## src/rtl/sb_pkg.sv

```systemverilog
// Shared sideband definitions: default packet/gap sizing and the TX serializer state type.
package sb_pkg;

  localparam int SB_PKT_W  = 64;
  localparam int SB_GAP_UI = 32;

  typedef enum logic [1:0] {
    SB_IDLE  = 2'd0,
    SB_SHIFT = 2'd1,
    SB_GAP   = 2'd2
  } sb_tx_state_e;

endpackage

```

## src/rtl/sb_tx_serializer.sv

```systemverilog
// Sideband TX serializer: loads one packet word, shifts it out LSB first with a
// gated forwarded clock, then holds a fixed idle gap before the next packet.
//
// Load handshake: a word is taken on a rising edge where i_load_valid and
// o_load_ready are both high. o_load_ready is high only in IDLE and in the last
// GAP cycle; i_load_valid is ignored at any other time, so a held valid is never
// queued.
module sb_tx_serializer
  import sb_pkg::*;
#(
  parameter int DATA_W = SB_PKT_W,
  parameter int GAP_UI = SB_GAP_UI
) (
  input  logic              i_clk,
  input  logic              i_rst_n,
  input  logic              i_load_valid,
  input  logic [DATA_W-1:0] i_data,
  output logic              o_load_ready,
  output logic              o_txdat,
  output logic              o_txclk_en,
  output logic              o_busy,
  output logic              o_pkt_done,
  output sb_tx_state_e      o_state
);

  localparam int              CNT_W    = (DATA_W > 1) ? $clog2(DATA_W) : 1;
  localparam logic [CNT_W-1:0] BIT_LAST = CNT_W'(DATA_W - 1);
  localparam logic [5:0]       GAP_LAST = 6'(GAP_UI - 1);

  sb_tx_state_e      state_q, state_d;
  logic [DATA_W-1:0] shift_q, shift_d;
  logic [CNT_W-1:0]  bit_q, bit_d;
  logic [5:0]        gap_q, gap_d;
  logic              accept;
  logic              txdat_d, txclk_en_d, load_ready_d, pkt_done_d;

  assign accept = i_load_valid && o_load_ready;

  always_ff @(posedge i_clk or negedge i_rst_n) begin
    if (!i_rst_n) begin
      state_q      <= SB_IDLE;
      shift_q      <= '0;
      bit_q        <= '0;
      gap_q        <= '0;
      o_txdat      <= 1'b0;
      o_txclk_en   <= 1'b0;
      o_load_ready <= 1'b1;
      o_pkt_done   <= 1'b0;
    end else begin
      state_q      <= state_d;
      shift_q      <= shift_d;
      bit_q        <= bit_d;
      gap_q        <= gap_d;
      o_txdat      <= txdat_d;
      o_txclk_en   <= txclk_en_d;
      o_load_ready <= load_ready_d;
      o_pkt_done   <= pkt_done_d;
    end
  end

  always_comb begin
    state_d = state_q;
    shift_d = shift_q;
    bit_d   = bit_q;
    gap_d   = gap_q;
    case (state_q)
      SB_IDLE: begin
        if (accept) begin
          state_d = SB_SHIFT;
          shift_d = i_data;
          bit_d   = '0;
        end
      end
      SB_SHIFT: begin
        shift_d = shift_q >> 1;
        bit_d   = bit_q + 1'b1;
        if (bit_q == BIT_LAST) begin
          state_d = SB_GAP;
          bit_d   = '0;
          gap_d   = '0;
        end
      end
      SB_GAP: begin
        gap_d = gap_q + 1'b1;
        if (gap_q == GAP_LAST) begin
          gap_d = '0;
          // Reloading straight from the last gap cycle keeps the gap exactly GAP_UI.
          if (accept) begin
            state_d = SB_SHIFT;
            shift_d = i_data;
            bit_d   = '0;
          end else begin
            state_d = SB_IDLE;
          end
        end
      end
      default: begin
        state_d = SB_IDLE;
        shift_d = '0;
        bit_d   = '0;
        gap_d   = '0;
      end
    endcase
  end

  // Output flops are loaded from next-state values so they line up with state_q.
  always_comb begin
    txdat_d      = 1'b0;
    txclk_en_d   = 1'b0;
    load_ready_d = 1'b0;
    pkt_done_d   = 1'b0;
    case (state_d)
      SB_SHIFT: begin
        txdat_d    = shift_d[0];
        txclk_en_d = 1'b1;
      end
      SB_GAP: begin
        load_ready_d = (gap_d == GAP_LAST);
        pkt_done_d   = (gap_d == GAP_LAST);
      end
      default: load_ready_d = 1'b1;
    endcase
  end

  assign o_busy  = (state_q != SB_IDLE);
  assign o_state = state_q;

endmodule

```

## config.mk

```make
export PLATFORM = sky130hd
export DESIGN_NAME = sb_tx_serializer
export DESIGN_NICKNAME = d
export VERILOG_FILES = /design/src/rtl/sb_pkg.sv /design/src/rtl/sb_tx_serializer.sv
export SDC_FILE = /design/constraint.sdc
export NUM_CORES = 1
export LEC_CHECK = 0
export ABC_AREA = 1
export CAP_MARGIN = 20
export CORE_UTILIZATION = 57
export DETAILED_ROUTE_END_ITERATION = 10
export PLACE_DENSITY_LB_ADDON = 0.15
export REMOVE_ABC_BUFFERS = 1
export SYNTH_ARGS = -nofsm -noshare
export SYNTH_HDL_FRONTEND = slang
export SYNTH_SLANG_ARGS = --single-unit
export TNS_END_PERCENT = 10
```

## constraint.sdc

```tcl
create_clock -name i_clk -period 4.49 [get_ports i_clk]
set_input_delay 0.6735 -clock i_clk [delete_from_list [all_inputs] [get_ports i_clk]]
set_output_delay 0.6735 -clock i_clk [all_outputs]
set_load 0.02 [all_outputs]
```

; After elaboration in Yosys (flattened, before gate mapping)
; Index checks and enable logic that the tools add are counted.
[word_totals]
mem_bits_rw = 0
word_cells = 41
romBits = 0
out_inout_bits = 7
ff_bits = 82
input_bits = 67
memories = 0
latchBits = 0
[classes]
reduce_logical = 3
div = 0
shifts = 0
add_sub_neg = 2
mul = 0
magnitude_cmp = 0
n_bitwise = 0
mux = 19
n_eq_ne = 8
[op_table]
columns = op, n
row1 = one-hot mux 64 bit (3 select lines), 1
row2 = two-way mux 64 bit, 2
row3 = one-hot mux 6 bit (3 select lines), 2
row4 = two-way mux 6 bit, 5
row5 = "adder 6 x 1 -> 6 bit, second input constant", 2
row6 = "== test 6 x 5 -> 1 bit, second input constant", 2
row7 = "== test 6 bit, second input constant", 1
row8 = two-way mux 2 bit, 3
row9 = one-hot mux 2 bit (3 select lines), 1
row10 = "== test 2 x 1 -> 1 bit, second input constant", 2
row11 = "== test 2 bit, second input constant", 2
row12 = two-way mux 1 bit, 4
row13 = logical NOT 2 bit, 1
row14 = "!= test 2 bit, second input constant", 1
row15 = one-hot mux 1 bit (2 select lines), 1
row16 = nonzero test 2 bit, 1
row17 = logical AND 1 bit, 1

; Longest topological paths before layout
[depth]
word_depth = 6
ltp_mapped = 11
depth_no_buf = 11

; Least setup slack after synthesis
; OpenSTA, ideal clock, no wires.
[synth_path]
path_kind = input to register
startpoint = input port i_load_valid
endpoint = register shift_q[49]
arrival_ns = 1.511
required_time_ns = 4.347
path_buffers = 2
stages = 6
setup_time_ns = 0.143
slack_ns = 2.837
cell_sequence = nand2_1 buf_2 buf_1 nand2_1 o211ai_1 o221ai_1
[synth_between]
elab_chain_len = 4
[synth_lines]
columns = element, line
row1 = "start, declared", sb_tx_serializer.sv:16  ; input logic i_load_valid,
row2 = logical AND 1 bit (*), sb_tx_serializer.sv:37  ; assign accept = i_load_valid && o_load_ready;
row3 = two-way mux 64 bit (*), -
row4 = two-way mux 64 bit, -
row5 = one-hot mux 64 bit (3 select lines) (*), -
row6 = "end signal, assigned", sb_tx_serializer.sv:51  ; shift_q <= shift_d;
row7 = "end, declared", sb_tx_serializer.sv:31  ; logic [DATA_W-1:0] shift_q, shift_d;
; Mark *: on every way between the ends. The rest lies on a longest branch, timed or not. The select of a mux whose other input is x is not followed.
; A chain may end at the register's enable or synchronous reset.

; Worst setup path in the final report
[layout_path]
startpoint = input port i_load_valid
endpoint = register bit_q[3]
[layout_between]
elab_chain_len = 4
[layout_lines]
columns = element, line
row1 = logical AND 1 bit (*), sb_tx_serializer.sv:37
row2 = two-way mux 6 bit (*), -
row3 = two-way mux 6 bit, -
row4 = one-hot mux 6 bit (3 select lines) (*), -
row5 = "end signal, assigned", sb_tx_serializer.sv:52  ; bit_q <= bit_d;
row6 = "end, declared", sb_tx_serializer.sv:32  ; logic [CNT_W-1:0] bit_q, bit_d;
; Marked as above.

==> out/results.txt <==
The flow ran to the end, and the final reports show no timing, DRC or antenna violations. The analysis attributes to net switching a power of 483.3 uW. The count of cells along the worst register-to-register path is 7, and the ratio of total power to cell area is 336.7 mW/mm^2. After clock tree synthesis, the clock-pin slew on the worst setup and hold paths is 0.09 ns. For this configuration, the core starts out at a cell density of 60.13%.

The run gives 0.1944 mV as the maximum vdd drop. Summing over every cut layer, the via total after detailed routing is 3499. Largest family of logic cells by synthesized area: compound AO/OA/AOI/OAI gates. In the routed layout, each cell is associated on average with a via count of 5.634. The kind of end point of the critical path is a register.

The adder-cell share of the synthesized area was 0.6026%; the area of the core was 0.006907 sq mm. The most frequent standard cell in the layout excluding fill and tap cells was nand2_1. Dividing the final minimum period by the clock period gives 62.88%. For the antenna diode count, the log shows 0. dfrtp_1 takes more of the synthesized area than any other cell.

The tools report the post-placement cell count as 604. In the layout the commonest cells are nand2_1, dfrtp_1, clkdlybuf4s50_1, inv_1, nand3_1. Post-route antenna net violation count: 0.

Data required time of the critical path: 4.79 ns. The XOR/XNOR share of the synthesized area was 0.2109%; the CTS H-tree depth was 3. The finished layout holds 621 standard cells, fillers aside. Clock skew on the completed layout was measured at 0.01703 ns. The cell area after synthesis is 0.004153 sq mm.

The first TritonRoute pass finished after 4 iterations. Combinational group share of total power: 18.8%. The floorplan has 30 rows.

The later pin in the worst-skew pair is clocked with a latency of 0.35 ns. The tightest min-delay check is of the in -> async type. Synthesis produced a netlist whose cell count is 462. The die covers 0.007631 sq mm.

Sequential cells account for 49.8% of the total power. The synthesized netlist devotes 20.73% of its cell area to compound gates. In this run the critical register-to-register path is launched from o_load_ready$_DFF_PN1_. The worst path arrival time is 3.12 ns, and the global-route wire length before repair is 15820 microns.

The routed design has 9178 microns of wire. Root buffer selected by CTS: clkbuf_8. CTS saw 82 sinks. Setup repair after global routing left no endpoint under its margin. Number of antenna violations at the first check in global routing: 0. The tools report the pin count of the biggest net entering global routing as 83. The average wire length per cell after detail routing was 14.78 microns.

In this run the biggest area consumer among cell types represents 48.81% of the synthesized area. For the final count of hold timing violations, the log shows 0. A synthesized cell averages 8.989 sq um.

Setup violations remaining at the end of the flow were counted as 0. The number of max-capacitance violations reported came out at 0. In this run the worst setup path begins at i_load_valid.

The endpoint of the most critical register-to-register path was bit_q[3]$_DFFE_PN0P_. The synthesized design contains 82 register bits. For this design, the CTS-stage hold fixing added 0 buffers.

The height of the chip came out at 87.36 microns. The Yosys step of the flow raised 0 warnings. In this run the horizontal extent of the chip is 87.36 microns. Subtracting the final worst setup slack from the clock period gives 2.823 ns. Post-CTS timing repair inserted 0 buffers for setup. At the pin with the least slew margin, the transition time is 0.8886 ns. 74 I/O pins were placed. The longest clock path from root to sink contains 2 buffers.

The worst pin sits at a relative slew slack of 40.67%. The quantity of I/O buffers inserted on ports is 73, and the setup total negative slack is 0 ns. In this run, CTS created clock tree buffers numbering 9.

The critical path is of the in -> reg type. Of all nets on the critical path, the largest fanout is 47. The share of the Yosys chip area taken by registers is 49.44%.

Switching power as a share of total power: 28.31%. Once detailed placement completed, the half-perimeter wirelength came to 5971 microns. The tools report the startpoint type of the worst setup path as a primary input. Yosys attributes the largest share of cell area to dfrtp_1, o221ai_1, nand2_1. Measured against the total synthesized area, the mux share comes to 0%. The simple-gate area share of the yosys netlist came out at 17.75%.

The internal power component was 1.224 mW. For the total routing resource utilization after global routing, the log shows 26.78%. Global routing finished with a remaining overflow of 0. Remaining routing DRC violations: 0.

The logs give 0 for the post-CTS resize count and 1.94 ns for the internal reg-to-reg setup slack. Initial DRC count: 254. The netlist uses 32 different library cells. The fraction of layout cells with a size suffix above 1 works out to 9.333%. The final-report max-slew violation count is 0.

Routability-driven placement finished with a final weighted congestion of 0.8707. For the via count of the first global-routing pass, the log shows 3487. For this design the static power due to leakage is 2.266 nW. TritonCTS built the clock tree. The tools report the timing-limited maximum frequency as 354.2 MHz. The run gives 31.5% as the clock power share. The net count reported at finish was 589; the area growth from synthesis to layout was 22.08%.
## power groups by stage
stage	combinational (mW)	clock [mW]	sequential (mW)
final	0.320	0.537	0.850
after global routing	0.359	0.577	0.858
after CTS	0.320	0.549	0.849
after detailed placement	0.318	0	0.863
after global placement	0.305	0	0.861
after floorplan	0.185	0	0.859
## worst max path at each step
stage / endpoint / slack [ns] / cells after the start
6_report: bit_q[3]$_DFFE_PN0P_ / 1.67 / 8
2_1_floorplan: bit_q[3]$_DFFE_PN0P_ / 1.28 / 6
3_3_place_gp: bit_q[3]$_DFFE_PN0P_ / 1.46 / 8
5_1_grt: bit_q[3]$_DFFE_PN0P_ / 1.49 / 8
4_1_cts: bit_q[3]$_DFFE_PN0P_ / 1.71 / 8
3_5_place_dp: shift_q[29]$_DFFE_PN0P_ / 1.38 / 7
## metrics by stage
step | hold WS (ns) | setup WS, ns | total power [mW] | instance area [sq um] | utilization (%)
6_report | 0.1137 | 1.667 | 1.707 | 5070 | 73.41
4_1_cts | 0.4846 | 1.707 | 1.717 | 5042 | 73.01
3_5_place_dp | 0.4774 | 1.376 | 1.181 | 4842 | 70.11
5_1_grt | 0.1091 | 1.485 | 1.794 | 5070 | 73.41
3_3_place_gp | 0.4700 | 1.463 | 1.166 | 4842 | 70.11
2_1_floorplan | 0.3779 | 1.280 | 1.044 | 3966 | -
## flip-flops by register name, summed over array words and instances (netlist names)
name,count
bit_q,6
gap_q,6
o_load_ready,1
o_pkt_done,1
o_state,2
o_txclk_en,1
o_txdat,1
shift_q,64
## critical path, cell delays in order
cell and delay, ns:
clkdlybuf4s50_1 0.40, nand2_1 0.07, buf_4 0.42, inv_1 0.50, o21ai_4 0.42, inv_2 0.28, o21ai_1 0.19, o21a_1 0.14
## cell families (layout without fill, tap and decap cells)
group | count (synthesis) | count (layout)
adders and majority gates | 2 | 2
buffers and inverters | 105 | 168
xor gates and xnor gates | 1 | 1
DFF | 82 | 82
and+or+nand+nor | 169 | 169
AOI/OAI and AO/OA | 103 | 103
## synth_stat cells (all sizes together)
cell type	instances
o221ai	45
a32o	2
nand2	84
nand3	52
inv	75
a21oi	1
nand4	1
dfstp	1
ha	2
a2bb2oi	1
nor2	30
buf	21
or2	2
dfrtp	81
o21ai	16
o2111ai	6
xor2	1
o211ai	31
o21a	1
clkbuf	9
## final cells by class
class / count / area [sq um]
Sequential cell: 82 / 2053
Inverter: 75 / 281.5
Clock inverter: 7 / 76.32
Clock buffer: 9 / 123.9
Timing Repair Buffer: 77 / 778.2
Tap cell: 96 / 120.1
Fill cell: 542 / 1837
Multi-Input combinational cell: 275 / 1637
## per-layer routing
layer,global-route usage (%),wire length (microns),up-vias
li1,-,-,1715
met1,36.15,4146,1683
met2,44.25,4541,95
met3,4.645,412,6
met4,8.346,78,0
met5,0,0,-
No activity file was read; power rests on OpenSTA's default activity.
